### config.mk
export PLATFORM = sky130hd
export DESIGN_NAME = keypad_scan
export DESIGN_NICKNAME = d
export VERILOG_FILES = /design/src/rtl/keyscan_pkg.sv /design/src/rtl/sync2.sv /design/src/rtl/keypad_scan.sv
export SDC_FILE = /design/constraint.sdc
export NUM_CORES = 1
export LEC_CHECK = 0
export CAP_MARGIN = 20
export CORE_MARGIN = 8
export CORE_UTILIZATION = 40
export CTS_BUF_LIST = sky130_fd_sc_hd__clkbuf_8
export DETAILED_ROUTE_END_ITERATION = 16
export GPL_TIMING_DRIVEN = 0
export MAX_ROUTING_LAYER = met4
export SETUP_SLACK_MARGIN = 0.15
export SYNTH_ARGS = -nofsm -noshare
export SYNTH_HDL_FRONTEND = slang
export SYNTH_HIERARCHICAL = 1
export SYNTH_SLANG_ARGS = --single-unit
### constraint.sdc
create_clock -name clk -period 7.7 [get_ports clk]
set_input_delay 1.54 -clock clk [delete_from_list [all_inputs] [get_ports clk]]
set_output_delay 1.54 -clock clk [all_outputs]
set_load 0.005 [all_outputs]
### src/rtl/keyscan_pkg.sv
// Shared types, key map and small helpers for the 4x4 keypad scanner.
package keyscan_pkg;

   typedef enum logic [1:0] {
      StScan,
      StDebounce,
      StHeld,
      StRelease
   } state_e;

   // KEY_MAP[row][col]; row 0 is rows[3], col 0 is cols[3].
   localparam logic [3:0] KEY_MAP [4][4] = '{
      '{4'h1, 4'h2, 4'h3, 4'hA},
      '{4'h4, 4'h5, 4'h6, 4'hB},
      '{4'h7, 4'h8, 4'h9, 4'hC},
      '{4'hE, 4'h0, 4'hF, 4'hD}
   };

   // Width needed to hold values 0..max_val.
   function automatic int unsigned cnt_width(input int unsigned max_val);
      return $clog2(max_val + 1);
   endfunction

   // True when exactly one of the four active-low lines is asserted.
   function automatic logic one_low(input logic [3:0] v);
      logic [2:0] n;
      n = '0;
      for (int i = 0; i < 4; i++) begin
         n = n + {2'b00, ~v[i]};
      end
      return n == 3'd1;
   endfunction

   // Bit position of the lowest asserted (low) line.
   function automatic logic [1:0] low_index(input logic [3:0] v);
      logic [1:0] idx;
      idx = '0;
      for (int i = 3; i >= 0; i--) begin
         if (!v[i]) idx = 2'(i);
      end
      return idx;
   endfunction

endpackage

### src/rtl/sync2.sv
// Two-flop synchronizer for asynchronous inputs; flops clear to zero on reset.
module sync2 #(
   parameter int unsigned WIDTH = 4
) (
   input  logic             clk_i,
   input  logic             rst_ni,
   input  logic [WIDTH-1:0] d_i,
   output logic [WIDTH-1:0] q_o
);

   logic [WIDTH-1:0] meta_q, sync_q;

   // Two-stage capture of the asynchronous input.
   always_ff @(posedge clk_i or negedge rst_ni) begin
      if (!rst_ni) begin
         meta_q <= '0;
         sync_q <= '0;
      end else begin
         meta_q <= d_i;
         sync_q <= meta_q;
      end
   end

   assign q_o = sync_q;

endmodule

### src/rtl/keypad_scan.sv
// 4x4 matrix keypad scanner with press/release debounce.
// Optional auto-repeat while a key is held: define KEYPAD_REPEAT_EN.
module keypad_scan
   import keyscan_pkg::*;
#(
   parameter int unsigned SCAN_DIV      = 1000,
   parameter int unsigned DEB_CYCLES    = 50000,
   parameter int unsigned REPEAT_CYCLES = 500000
) (
   input  logic       clk,
   input  logic       reset,
   input  logic [3:0] rows,
   output logic [3:0] cols,
   output logic [3:0] key_code,
   output logic       key_valid,
   output logic       key_held
);

   localparam int unsigned DivW = cnt_width(SCAN_DIV);
   localparam int unsigned DebW = cnt_width(DEB_CYCLES);

   localparam logic [DivW-1:0] DivLast = DivW'(SCAN_DIV - 1);
   localparam logic [DivW-1:0] DivMax  = DivW'(SCAN_DIV);
   localparam logic [DebW-1:0] DebLast = DebW'(DEB_CYCLES - 1);
   localparam logic [DebW-1:0] DebMax  = DebW'(DEB_CYCLES);

   if (SCAN_DIV < 4 || DEB_CYCLES < 2 || REPEAT_CYCLES < 1) begin : g_bad_params
      $error("keypad_scan: SCAN_DIV, DEB_CYCLES or REPEAT_CYCLES below minimum");
   end

   logic [3:0] srows;

   sync2 #(
      .WIDTH(4)
   ) u_sync (
      .clk_i (clk),
      .rst_ni(reset),
      .d_i   (rows),
      .q_o   (srows)
   );

   state_e           state_q, state_d;
   logic [3:0]       cols_q, cols_d;
   logic [DivW-1:0]  dwell_q, dwell_d;
   logic [DebW-1:0]  deb_q, deb_d;
   logic [3:0]       cap_q, cap_d;
   logic [3:0]       key_code_q, key_code_d;
   logic             key_valid_q, key_valid_d;

   logic [DivW-1:0]  dwell_inc;
   logic [DebW-1:0]  deb_inc;
   logic [1:0]       row_idx, col_idx;
   logic [3:0]       cols_next;

`ifdef KEYPAD_REPEAT_EN
   localparam int unsigned RepW = cnt_width(REPEAT_CYCLES);
   localparam logic [RepW-1:0] RepLast = RepW'(REPEAT_CYCLES - 1);
   localparam logic [RepW-1:0] RepMax  = RepW'(REPEAT_CYCLES);

   logic [RepW-1:0] rep_q, rep_d;
   logic [RepW-1:0] rep_inc;

   assign rep_inc = (rep_q == RepMax) ? rep_q : rep_q + 1'b1;
`endif

   // Saturating increments; counters are normally cleared well before the limit.
   assign dwell_inc = (dwell_q == DivMax) ? dwell_q : dwell_q + 1'b1;
   assign deb_inc   = (deb_q == DebMax) ? deb_q : deb_q + 1'b1;
   assign cols_next = {cols_q[2:0], cols_q[3]};
   assign row_idx   = 2'd3 - low_index(cap_q);
   assign col_idx   = 2'd3 - low_index(cols_q);

   // Next-state logic for scan, debounce, hold and release tracking.
   always_comb begin
      state_d     = state_q;
      cols_d      = cols_q;
      dwell_d     = dwell_q;
      deb_d       = deb_q;
      cap_d       = cap_q;
      key_code_d  = key_code_q;
      key_valid_d = 1'b0;
`ifdef KEYPAD_REPEAT_EN
      rep_d       = rep_q;
`endif
      unique case (state_q)
         StScan: begin
            if (dwell_q == DivLast) begin
               dwell_d = '0;
               if (one_low(srows)) begin
                  cap_d   = srows;
                  deb_d   = '0;
                  state_d = StDebounce;
               end else begin
                  cols_d = cols_next;
               end
            end else begin
               dwell_d = dwell_inc;
            end
         end
         StDebounce: begin
            if (srows == cap_q) begin
               if (deb_q == DebLast) begin
                  key_code_d  = KEY_MAP[row_idx][col_idx];
                  key_valid_d = 1'b1;
                  deb_d       = '0;
                  state_d     = StHeld;
`ifdef KEYPAD_REPEAT_EN
                  rep_d       = '0;
`endif
               end else begin
                  deb_d = deb_inc;
               end
            end else begin
               // Bounce: retry the same column from a fresh dwell.
               deb_d   = '0;
               dwell_d = '0;
               state_d = StScan;
            end
         end
         StHeld: begin
`ifdef KEYPAD_REPEAT_EN
            if (rep_q == RepLast) begin
               key_valid_d = 1'b1;
               rep_d       = '0;
            end else begin
               rep_d = rep_inc;
            end
`endif
            if (&srows) begin
               deb_d   = '0;
               state_d = StRelease;
            end
         end
         StRelease: begin
            if (!(&srows)) begin
               state_d = StHeld;
`ifdef KEYPAD_REPEAT_EN
               rep_d   = '0;
`endif
            end else if (deb_q == DebLast) begin
               deb_d   = '0;
               dwell_d = '0;
               cols_d  = cols_next;
               state_d = StScan;
            end else begin
               deb_d = deb_inc;
            end
         end
         default: state_d = StScan;
      endcase
   end

   // State and datapath registers.
   always_ff @(posedge clk or negedge reset) begin
      if (!reset) begin
         state_q     <= StScan;
         cols_q      <= 4'b1110;
         dwell_q     <= '0;
         deb_q       <= '0;
         cap_q       <= 4'hF;
         key_code_q  <= '0;
         key_valid_q <= 1'b0;
      end else begin
         state_q     <= state_d;
         cols_q      <= cols_d;
         dwell_q     <= dwell_d;
         deb_q       <= deb_d;
         cap_q       <= cap_d;
         key_code_q  <= key_code_d;
         key_valid_q <= key_valid_d;
      end
   end

`ifdef KEYPAD_REPEAT_EN
   // Auto-repeat interval counter.
   always_ff @(posedge clk or negedge reset) begin
      if (!reset) begin
         rep_q <= '0;
      end else begin
         rep_q <= rep_d;
      end
   end
`endif

   assign cols      = cols_q;
   assign key_code  = key_code_q;
   assign key_valid = key_valid_q;
   assign key_held  = (state_q == StHeld) || (state_q == StRelease);

endmodule

==> results of run 1 <==
sequential cells by signal (all words and copies together), names as in the netlist:
signal         cells
cap_q              4
cols               4
deb_q             16
dwell_q           10
key_code           4
key_valid          1
state_q            2
u_sync/meta_q      4
u_sync/q_o         4
per-stage QoR:
stage	utilization	std cells	setup WS (ns)	power (W)	hold slack (ns)
after CTS	0.467	382	4.26	0.000498	0.357
after detailed placement	0.447	374	4.29	0.000282	0.336
after global routing	0.467	382	3.96	0.000511	0.361
after global placement	0.444	373	3.67	0.000280	0.332
after floorplan	-	278	4.83	0.000271	0.331
final	0.467	382	4.23	0.000489	0.353
cell usage in the layout, fill, tap and decap left out, types with 4 or more instances in the layout:
master            n
a21oi_1          11
a31oi_1           7
and3_1            5
clkbuf_1          9
clkbuf_8          5
clkdlybuf4s50_1  14
dfrtp_1          42
dfstp_2           7
ha_1              7
inv_1            14
mux2_2            9
nand2_1          22
nand3_1          12
nand4_1           5
nor2_1           21
nor3_1            4
o2111ai_1         7
o21ai_0          21
or3_1             5
xnor2_1           6
xor2_1            9
metal layers:
layer  GRT usage  routed length, um
met5           -                  0
met4      0.0342                 54
met3      0.0268                233
met2       0.205               2720
met1       0.158               2670
where the power goes:
| part | switching, W | internal, W |
|---|---|---|
| Combinational | 0.00000867 | 0.00000616 |
| Sequential | 0.00000193 | 0.000259 |
| Clock | 0.0000843 | 0.000129 |
path summary, 6_finish.rpt:
| kind | startpoint | end | slack, ns | depth (start not counted) |
|---|---|---|---|---|
| worst max-delay path | u_sync/q_o[0]$_DFF_PN0_ | deb_q[14]$_DFFE_PN0P_ | 4.23 | 10 |
| worst min-delay path | u_sync/meta_q[2]$_DFF_PN0_ | u_sync/q_o[2]$_DFF_PN0_ | 0.35 | 0 |
| min in group asynchronous | reset | u_sync/meta_q[2]$_DFF_PN0_ | 1.19 | 1 |
| max in group asynchronous | reset | cap_q[3]$_DFFE_PN1P_ | 5.92 | 2 |
| worst min register to register | u_sync/meta_q[2]$_DFF_PN0_ | u_sync/q_o[2]$_DFF_PN0_ | 0.35 | 0 |
| worst max register to register | u_sync/q_o[0]$_DFF_PN0_ | deb_q[14]$_DFFE_PN0P_ | 4.23 | 10 |
final cells by class:
type / instances / area (um2) / share of cell area
clock inverter: 3 / 65.1 / 0.0209
buffer: 11 / 50.0 / 0.0161
inverter: 14 / 52.6 / 0.0169
sequential: 49 / 1230 / 0.396
timing repair buffer: 16 / 165 / 0.0530
multi-input combinational: 204 / 1380 / 0.443
tap: 80 / 100 / 0.0321
clock buffer: 5 / 68.8 / 0.0221
logic make-up after synthesis:
family | Yosys count
simple gates | 106
compound gates | 65
flops | 49
buf+inv | 25
xor+xnor | 15
mux | 10
fa+ha+maj | 8
==> run summary, run 1 <==
Setup-failing EPs final - 0
Synth Area in XOR/XNOR - 0.0483
Share of post-route cells with drive strength above 1 - 0.123
GRT overflow - 0
Top cell type by total area after synthesis - dfrtp_1
Worst EP required - 7.88 ns
Leak - 1.32 nW
Crit-path leading delay family - adder cells
Worst Hold Class - reg2reg
CP Capture Type - flop
Layout overhead on the synthesized area - 14.7%
IO Port Bufs - 15
Fin crit period - 3.47 ns
Hold buffer count at cts - 0
CP max stage delay - 0.60 ns
Top post-synthesis cells by area - dfrtp_1 39%, dfstp_2 6.8%, o21ai_0 3.9%, mux2_2 3.7%, ha_1 3.2%
CTS tree - done
Cell variety after synth - 57
Worst-Skew Late Latency - 0.30 ns
Initial core utilization - 0.407
CP arrival - 3.65 ns
Total track usage - 0.127
Core Area - 6680 um2
Final Hold Viols - 0
Largest family of logic cells by synthesized area - simple AND/OR/NAND/NOR gates
Routed via count - 2153
Status - complete, no violations
Post-DRT Antenna Nets - 0
# rows - 30
Number of flops mapped to enable cells by yosys - 0
Antenna violations before repair - 0
Async S/R FF share, synth - 1.00
Synth top area share - 0.387
Die area - 9690 um2
Drt pass-1 iters - 4
Post-Synth Adder-Cell Area - 0.0396
Final RePlAce weighted congestion - 0.900
Synth warn - 6
Setup TNS Final - 0 ns
Placed wire-length estimate - 4190 um
Worst Setup Start Kind - flop
Peak supply drop - 76.7 uV
Commonest cells in the netlist - 42 x dfrtp_1, 22 x nand2_1, 21 x nor2_1, 21 x o21ai_0, 14 x inv_1
Clock transition at path regs - 0.09 ns
Fillcell total - 629
Critical path class - reg2reg
CP bufs+invs - 2
Drc violations - 0
Postcts setup bufs - 0
Crit-path cells - fa_1, inv_1, ha_1, ha_1, nor3b_1, and4_1, o21ai_0, a31oi_1, buf_2, nor2_1
Synthesized area per cell - 9.78 um2
Slew Limit Fails - 0
Total Wirelength - 5690 um
H-Tree Depth - 2
Fmax - 288 MHz
Cell with the most instances after synthesis - dfrtp_1
Initial DRC Count - 151
Placed cell area - 2980 um2
Maximum root-to-sink buffer count - 2
Mapped Cells - 278
First-pass GRT wire length - 9900 um
Post-Synth Simple-Gate Area - 0.223
Syn nets - 292
Synthesized flop and latch total - 49
Synth Cell Area - 2720 um2
Pwr/cell area - 157 nW/um2
Nets@finish - 315
Multiplexer share of the synthesized area - 0.0410
Post-synthesis compound-gate area fraction - 0.156
RSZ-0062 raised after global routing - false
Max transition margin - 0.428
Vias in the first global route - 2084
CTS Buf Count - 5
Cell mode on critical path - ha_1
Die height - 98.4 um
Die width - 98.4 um
Design Area, Final - 3120 um2
Root Buffer - clkbuf_8
CP Max Fanout - 10
Slowest cell on the critical path - a31oi_1
Worst Tran Pin Value - 0.855 ns
Pin count of the biggest net entering global routing - 31
Vias per inst - 5.64
Final worst-path cycle share - 0.450
Post-synthesis sequential area ratio - 0.454
Routed WL per cell - 14.9 um
Max Cap Violations - 0
# diodes - 0
Synth Flop Type - dfrtp_1
Clock Skews - 0.00878 ns
Post-CTS Resized - 0
CTS sink count - 49
Io pins - 16
No activity file was read; power rests on OpenSTA's default activity.
==> run 2, diff against run 1 <==
==> constraint.sdc (replaced) <==
create_clock -name clk -period 2.9 [get_ports clk]
set_input_delay 0.58 -clock clk [delete_from_list [all_inputs] [get_ports clk]]
set_output_delay 0.58 -clock clk [all_outputs]
set_load 0.005 [all_outputs]
==> run 2 against run 1 <==
First-iteration DRC count decreased by 30%. Combinational power rose to 3.7 times the previous value. Power increased by 140%. Cell area up 4.5%. Flip-flop and latch count is the same. Global-route usage grew 0.30 points. Non-clock buffer count grew 8. Utilization is 2.1 points higher. Clock skew about the same. Fmax increased by 27%. Critical endpoint is now deb_q[10]$_DFFE_PN0P_.
==> run summary, run 2 (synthesized netlist as in run 1, its figures left out) <==
Layout overhead on the synthesized area - 19.9% (was 14.7%)
Vias in the first global route - 2152 (was 2084)
Leading cell type in the layout, fill and taps excluded - dfrtp_1 (unchanged)
Total Wirelength - 5840 um (was 5690 um)
Final worst-path cycle share - 0.939 (was 0.450)
Die width - 98.4 um (unchanged)
Clock transition at path regs - 0.09 ns (about the same)
# rows - 30 (unchanged)
R2R depth - 10 (unchanged)
Max reg flops - 16 (unchanged)
RSZ-0062 raised after global routing - true (was false)
GRT overflow - 0 (unchanged)
Worst-Skew Late Latency - 0.31 ns (was 0.30 ns)
Initial core utilization - 0.407 (unchanged)
CP arrival - 2.96 ns (was 3.65 ns)
R2r setup slk - 0.18 ns (was 4.23 ns)
Worst Setup Start Kind - flop (unchanged)
Total track usage - 0.130 (was 0.127)
Placed cell area - 3000 um2 (was 2980 um2)
Register area - 1240 um2 (was 1230 um2)
CP bufs+invs - 2 (unchanged)
Core Area - 6680 um2 (unchanged)
Worst EP required - 3.14 ns (was 7.88 ns)
Most frequent cells in the layout - 41 x dfrtp_1, 22 x nand2_1, 21 x nor2_1 (was 42 x dfrtp_1, 22 x nand2_1, 21 x o21ai_0, 21 x nor2_1)
Antenna violations before repair - 0 (unchanged)
CTS sink count - 49 (unchanged)
Multi-input gate area - 1460 um2 (was 1380 um2)
IO Port Bufs - 15 (unchanged)
Io pins - 16 (unchanged)
Max transition margin - 0.404 (was 0.428)
Pin count of the biggest net entering global routing - 29 (was 31)
FF-to-FF End - deb_q[10]$_DFFE_PN0P_ (was deb_q[14]$_DFFE_PN0P_)
Peak supply drop - 213 uV (was 76.7 uV)
Root Buffer - clkbuf_8 (unchanged)
CP max stage delay - 0.54 ns (was 0.60 ns)
Fin crit period - 2.72 ns (was 3.47 ns)
Pwr/cell area - 364 nW/um2 (was 157 nW/um2)
Worst reg2reg path startpoint - u_sync/q_o[1]$_DFF_PN0_ (was u_sync/q_o[0]$_DFF_PN0_)
Fillcell total - 626 (was 629)
Setup-failing EPs final - 0 (unchanged)
Fmax - 367 MHz (was 288 MHz)
Post-DRT Antenna Nets - 0 (unchanged)
Max Cap Violations - 0 (unchanged)
Drt pass-1 iters - 4 (unchanged)
Design Area, Final - 3260 um2 (was 3120 um2)
Die area - 9690 um2 (unchanged)
Die height - 98.4 um (unchanged)
# diodes - 0 (unchanged)
CTS Buf Count - 5 (unchanged)
Initial DRC Count - 106 (was 151)
Util after Layout - 0.488 (was 0.467)
Status - complete, no violations (unchanged)
Final Hold Viols - 0 (unchanged)
CP Capture Type - flop (unchanged)
Leak - 1.36 nW (was 1.32 nW)
Drc violations - 0 (unchanged)
Clock Skews - 0.00871 ns (was 0.00878 ns)
H-Tree Depth - 2 (unchanged)
Vias per inst - 5.65 (was 5.64)
Hold buffer count at cts - 0 (unchanged)
Crit-path leading delay family - adder cells (unchanged)
Share of post-route cells with drive strength above 1 - 0.187 (was 0.123)
Nets@finish - 323 (was 315)
Crit-path cells - fa_1, inv_1, ha_2, ha_4, nor3b_4, and4_4, clkbuf_16, o2111ai_4, or3_1, a21oi_2 (was fa_1, inv_1, ha_1, ha_1, nor3b_1, and4_1, o21ai_0, a31oi_1, buf_2, nor2_1)
Biggest register - deb_q (unchanged)
Final RePlAce weighted congestion - 0.924 (was 0.900)
Worst Hold Class - in2async (was reg2reg)
Slew Limit Fails - 0 (unchanged)
Worst Tran Pin Value - 0.891 ns (was 0.855 ns)
Placed wire-length estimate - 4040 um (was 4190 um)
Critical path class - reg2reg (unchanged)
Slowest cell on the critical path - fa_1 (was a31oi_1)
First-pass GRT wire length - 10100 um (was 9900 um)
Routed via count - 2203 (was 2153)
CTS tree - done (unchanged)
Maximum root-to-sink buffer count - 2 (unchanged)
Routed WL per cell - 15.0 um (was 14.9 um)
Largest regs - deb_q x16, dwell_q x10 (unchanged)
CP Max Fanout - 3 (was 10)
## run 2: report_power, final
group	total [W]	internal (W)	switching [W]
Sequential	0.000692	0.000689	0.00000336
Combinational	0.0000541	0.0000263	0.0000278
Clock	0.000441	0.000198	0.000243
Total	0.00119	0.000914	0.000274
## run 2: how the worst max path moves through the flow
stage               cells past startpoint                     end  slack [ns]               startpoint
finish                                 10   deb_q[10]$_DFFE_PN0P_        0.18  u_sync/q_o[1]$_DFF_PN0_
global route                           10   deb_q[10]$_DFFE_PN0P_        0.08  u_sync/q_o[1]$_DFF_PN0_
global placement                        1  dwell_q[4]$_DFFE_PN0P_       -0.21                    reset
CTS                                    10   deb_q[10]$_DFFE_PN0P_        0.15  u_sync/q_o[1]$_DFF_PN0_
detailed placement                     10    deb_q[9]$_DFFE_PN0P_       -0.21  u_sync/q_o[0]$_DFF_PN0_
floorplan                              10   deb_q[13]$_DFFE_PN0P_        0.18  u_sync/q_o[0]$_DFF_PN0_
## run 2: metal layers
metal	GRT usage	up-vias	routed length [um]
met5	-	-	0
li1	-	1081	-
met4	0.0531	0	99
met1	0.159	1069	2780
met3	0.0310	10	217
met2	0.203	43	2750
## run 2: layout make-up
cell class | instances | area share
multi-input combinational | 204 | 0.449
sequential | 49 | 0.379
timing repair buffer | 24 | 0.0702
tap | 80 | 0.0307
clock buffer | 6 | 0.0253
buffer | 11 | 0.0242
inverter | 14 | 0.0161
clock inverter | 2 | 0.00537
## run 2: stage by stage
step / hold WS, ns / power [W] / setup slack (ns) / instances / TNS (ns)
after floorplan: 0.284 / 0.000721 / 0.179 / 278 / 0
after global placement: 0.332 / 0.000745 / -0.206 / 373 / -10.64
after detailed placement: 0.336 / 0.000749 / -0.208 / 374 / -2.22
after CTS: 0.240 / 0.00120 / 0.152 / 388 / 0
after global routing: 0.260 / 0.00124 / 0.0774 / 390 / 0
final: 0.230 / 0.00119 / 0.176 / 390 / 0
## run 2: repair_timing
item / in CTS / in global routing
setup endpoints to repair: 21 / 22
cloned: 0 / 1
pin swaps: 8 / 3
setup buffers: 6 / 1
gates resized for setup: 15 / 8
## run 2: worst register-to-register path, stage by stage, from the launching register on
cell	delay [ns]
dfrtp_1	0.41
fa_1	0.54
inv_1	0.05
ha_2	0.18
ha_4	0.24
nor3b_4	0.20
and4_4	0.29
clkbuf_16	0.15
o2111ai_4	0.13
or3_1	0.36
a21oi_2	0.12
==> run 3, diff against run 2 <==
--- a/config.mk
+++ b/config.mk
@@ -12,6 +12,7 @@
 export DETAILED_ROUTE_END_ITERATION = 16
 export GPL_TIMING_DRIVEN = 0
 export MAX_ROUTING_LAYER = met4
+export PLACE_DENSITY = 0.67
 export SETUP_SLACK_MARGIN = 0.15
 export SYNTH_ARGS = -nofsm -noshare
 export SYNTH_HDL_FRONTEND = slang
==> run 3 against run 2 <==
Sequential share of layout area is 0.84 points lower. Count of clock-buffer cells in the layout unchanged. Critical path depth increased by 2. Global-route usage grew 0.51 points. Clock skew grew 0.0011 ns. Utilization grew 1.0 points. Non-clock buffer count rose by 5. Power decreased by 0.23%. Clock power fell by 3%. Highest routed layer unchanged.
==> run summary, run 3 (synthesized netlist as in run 1, its figures left out) <==
First-pass GRT wire length - 10600 um (was 10100 um)
Hold WS - 0.239 ns (was 0.230 ns)
CP Max Fanout - 3 (unchanged)
Max Cap Violations - 0 (unchanged)
CP arrival - 2.98 ns (was 2.96 ns)
Leak - 1.38 nW (was 1.36 nW)
Total Wirelength - 6010 um (was 5840 um)
Logic depth of the worst path, buffers included - 12 (was 10)
# diodes - 0 (unchanged)
Placed Cells - 374 (unchanged)
Hold buffer count at cts - 0 (unchanged)
CP bufs+invs - 4 (was 2)
CTS tree - done (unchanged)
Final Hold Viols - 0 (unchanged)
Nets@finish - 328 (was 323)
CTS sink count - 49 (unchanged)
Worst EP required - 3.10 ns (was 3.14 ns)
CP Capture Type - flop (unchanged)
GRT overflow - 0 (unchanged)
Worst Setup Start Kind - flop (unchanged)
Pin count of the biggest net entering global routing - 29 (unchanged)
Share of post-route cells with drive strength above 1 - 0.213 (was 0.187)
Final RePlAce weighted congestion - 0.900 (was 0.924)
Biggest register - deb_q (unchanged)
Max transition margin - 0.447 (was 0.404)
Setup-failing EPs final - 0 (unchanged)
Fin crit period - 2.78 ns (was 2.72 ns)
Final worst-path cycle share - 0.958 (was 0.939)
CP max stage delay - 0.56 ns (was 0.54 ns)
Worst-Skew Late Latency - 0.31 ns (about the same)
Layout overhead on the synthesized area - 22.5% (was 19.9%)
Multi-input gate area - 1500 um2 (was 1460 um2)
Fillcell total - 624 (was 626)
Status - complete, no violations (unchanged)
Routed via count - 2258 (was 2203)
Placed wire-length estimate - 4060 um (was 4040 um)
Worst Hold Class - in2async (unchanged)
Vias per inst - 5.72 (was 5.65)
# rows - 30 (unchanged)
Crit-path leading delay family - adder cells (unchanged)
Slowest cell on the critical path - fa_1 (unchanged)
Register area - 1230 um2 (was 1240 um2)
Clock transition at path regs - 0.09 ns (about the same)
Initial DRC Count - 89 (was 106)
Routed WL per cell - 15.2 um (was 15.0 um)
Drt pass-1 iters - 4 (unchanged)
Vias in the first global route - 2304 (was 2152)
Core Area - 6680 um2 (unchanged)
Post-DRT Antenna Nets - 0 (unchanged)
Final WS setup - 0.121 ns (was 0.176 ns)
Drc violations - 0 (unchanged)
Max reg flops - 16 (unchanged)
Worst Tran Pin Value - 0.827 ns (was 0.891 ns)
Leading cell type in the layout, fill and taps excluded - dfrtp_1 (unchanged)
RSZ-0062 raised after global routing - true (unchanged)
Peak supply drop - 263 uV (was 213 uV)
Non-filler instance count after layout - 395 (was 390)
IO Port Bufs - 15 (unchanged)
Clock Skews - 0.00984 ns (was 0.00871 ns)
Crit-path cells - fa_1, inv_2, ha_4, ha_4, nor3b_4, and4_4, buf_8, buf_4, buf_4, o2111ai_1, xor2_1, nor2_1 (was fa_1, inv_1, ha_2, ha_4, nor3b_4, and4_4, clkbuf_16, o2111ai_4, or3_1, a21oi_2)
Worst slack, placed - -0.263 ns (was -0.208 ns)
Io pins - 16 (unchanged)
Pwr/cell area - 356 nW/um2 (was 364 nW/um2)
Critical path class - reg2reg (unchanged)
H-Tree Depth - 2 (unchanged)
Most frequent cells in the layout - 42 x dfrtp_1, 22 x nand2_1, 21 x nor2_1 (was 41 x dfrtp_1, 22 x nand2_1, 21 x nor2_1)
Total track usage - 0.135 (was 0.130)
Largest regs - deb_q x16, dwell_q x10 (unchanged)
Slew Limit Fails - 0 (unchanged)
CTS Buf Count - 5 (unchanged)
Antenna violations before repair - 0 (unchanged)
Root Buffer - clkbuf_8 (unchanged)
Die area - 9690 um2 (unchanged)
Fmax - 360 MHz (was 367 MHz)
Die width - 98.4 um (unchanged)
Initial core utilization - 0.407 (unchanged)
Die height - 98.4 um (unchanged)
Maximum root-to-sink buffer count - 2 (unchanged)
R2R depth - 12 (was 10)
## run 3: final cells by class
cell class / count / share of cell area
repair buffers: 29 / 0.0823
well taps: 80 / 0.0301
flip-flops and latches: 49 / 0.371
inverters: 14 / 0.0158
plain buffers: 11 / 0.0207
clock buffers: 6 / 0.0248
multi-input cells: 204 / 0.451
clock inverters: 2 / 0.00413
## run 3: per-stage QoR
stage,util,power (W),instance area [um2],TNS (ns)
floorplan,-,0.000721,2730,0
global placement,0.446,0.000745,2980,-9.55
detailed placement,0.449,0.000749,3000,-2.92
CTS,0.489,0.00119,3270,0
global route,0.498,0.00123,3330,0
finish,0.498,0.00118,3330,0
## run 3: layer usage
metal,part of all wire,up-vias,GRT usage,wire length (um)
met4,0.021,0,0.0496,129
met2,0.48,59,0.218,2880
met3,0.042,14,0.0261,255
li1,-,1087,-,-
met1,0.46,1098,0.165,2750
met5,0,-,-,0
## run 3: path summary, 6_finish.rpt
check / startpoint / end / slack (ns)
setup / recovery: u_sync/q_o[1]$_DFF_PN0_ / deb_q[12]$_DFFE_PN0P_ / 0.12
hold / removal: reset / u_sync/meta_q[0]$_DFF_PN0_ / 0.24
setup reg to reg: u_sync/q_o[1]$_DFF_PN0_ / deb_q[12]$_DFFE_PN0P_ / 0.12
hold reg to reg: u_sync/meta_q[1]$_DFF_PN0_ / u_sync/q_o[1]$_DFF_PN0_ / 0.36
max in group asynchronous: reset / dwell_q[6]$_DFFE_PN0P_ / 2.13
min in group clk: u_sync/meta_q[1]$_DFF_PN0_ / u_sync/q_o[1]$_DFF_PN0_ / 0.36
## run 3: power breakdown
group | internal (W) | switching (W) | total, W | leakage (nW)
sequential | 0.000689 | 0.00000367 | 0.000692 | 0.626
combinational | 0.0000307 | 0.0000321 | 0.0000628 | 0.706
clock | 0.000194 | 0.000236 | 0.000429 | 0.0512
## run 3: timing repair
action                     in CTS  in global routing
pin swaps                      10                 10
gates resized for setup        19                 13
cloned                          1                  0
setup endpoints to repair      21                 24
buffers inserted               10                  2
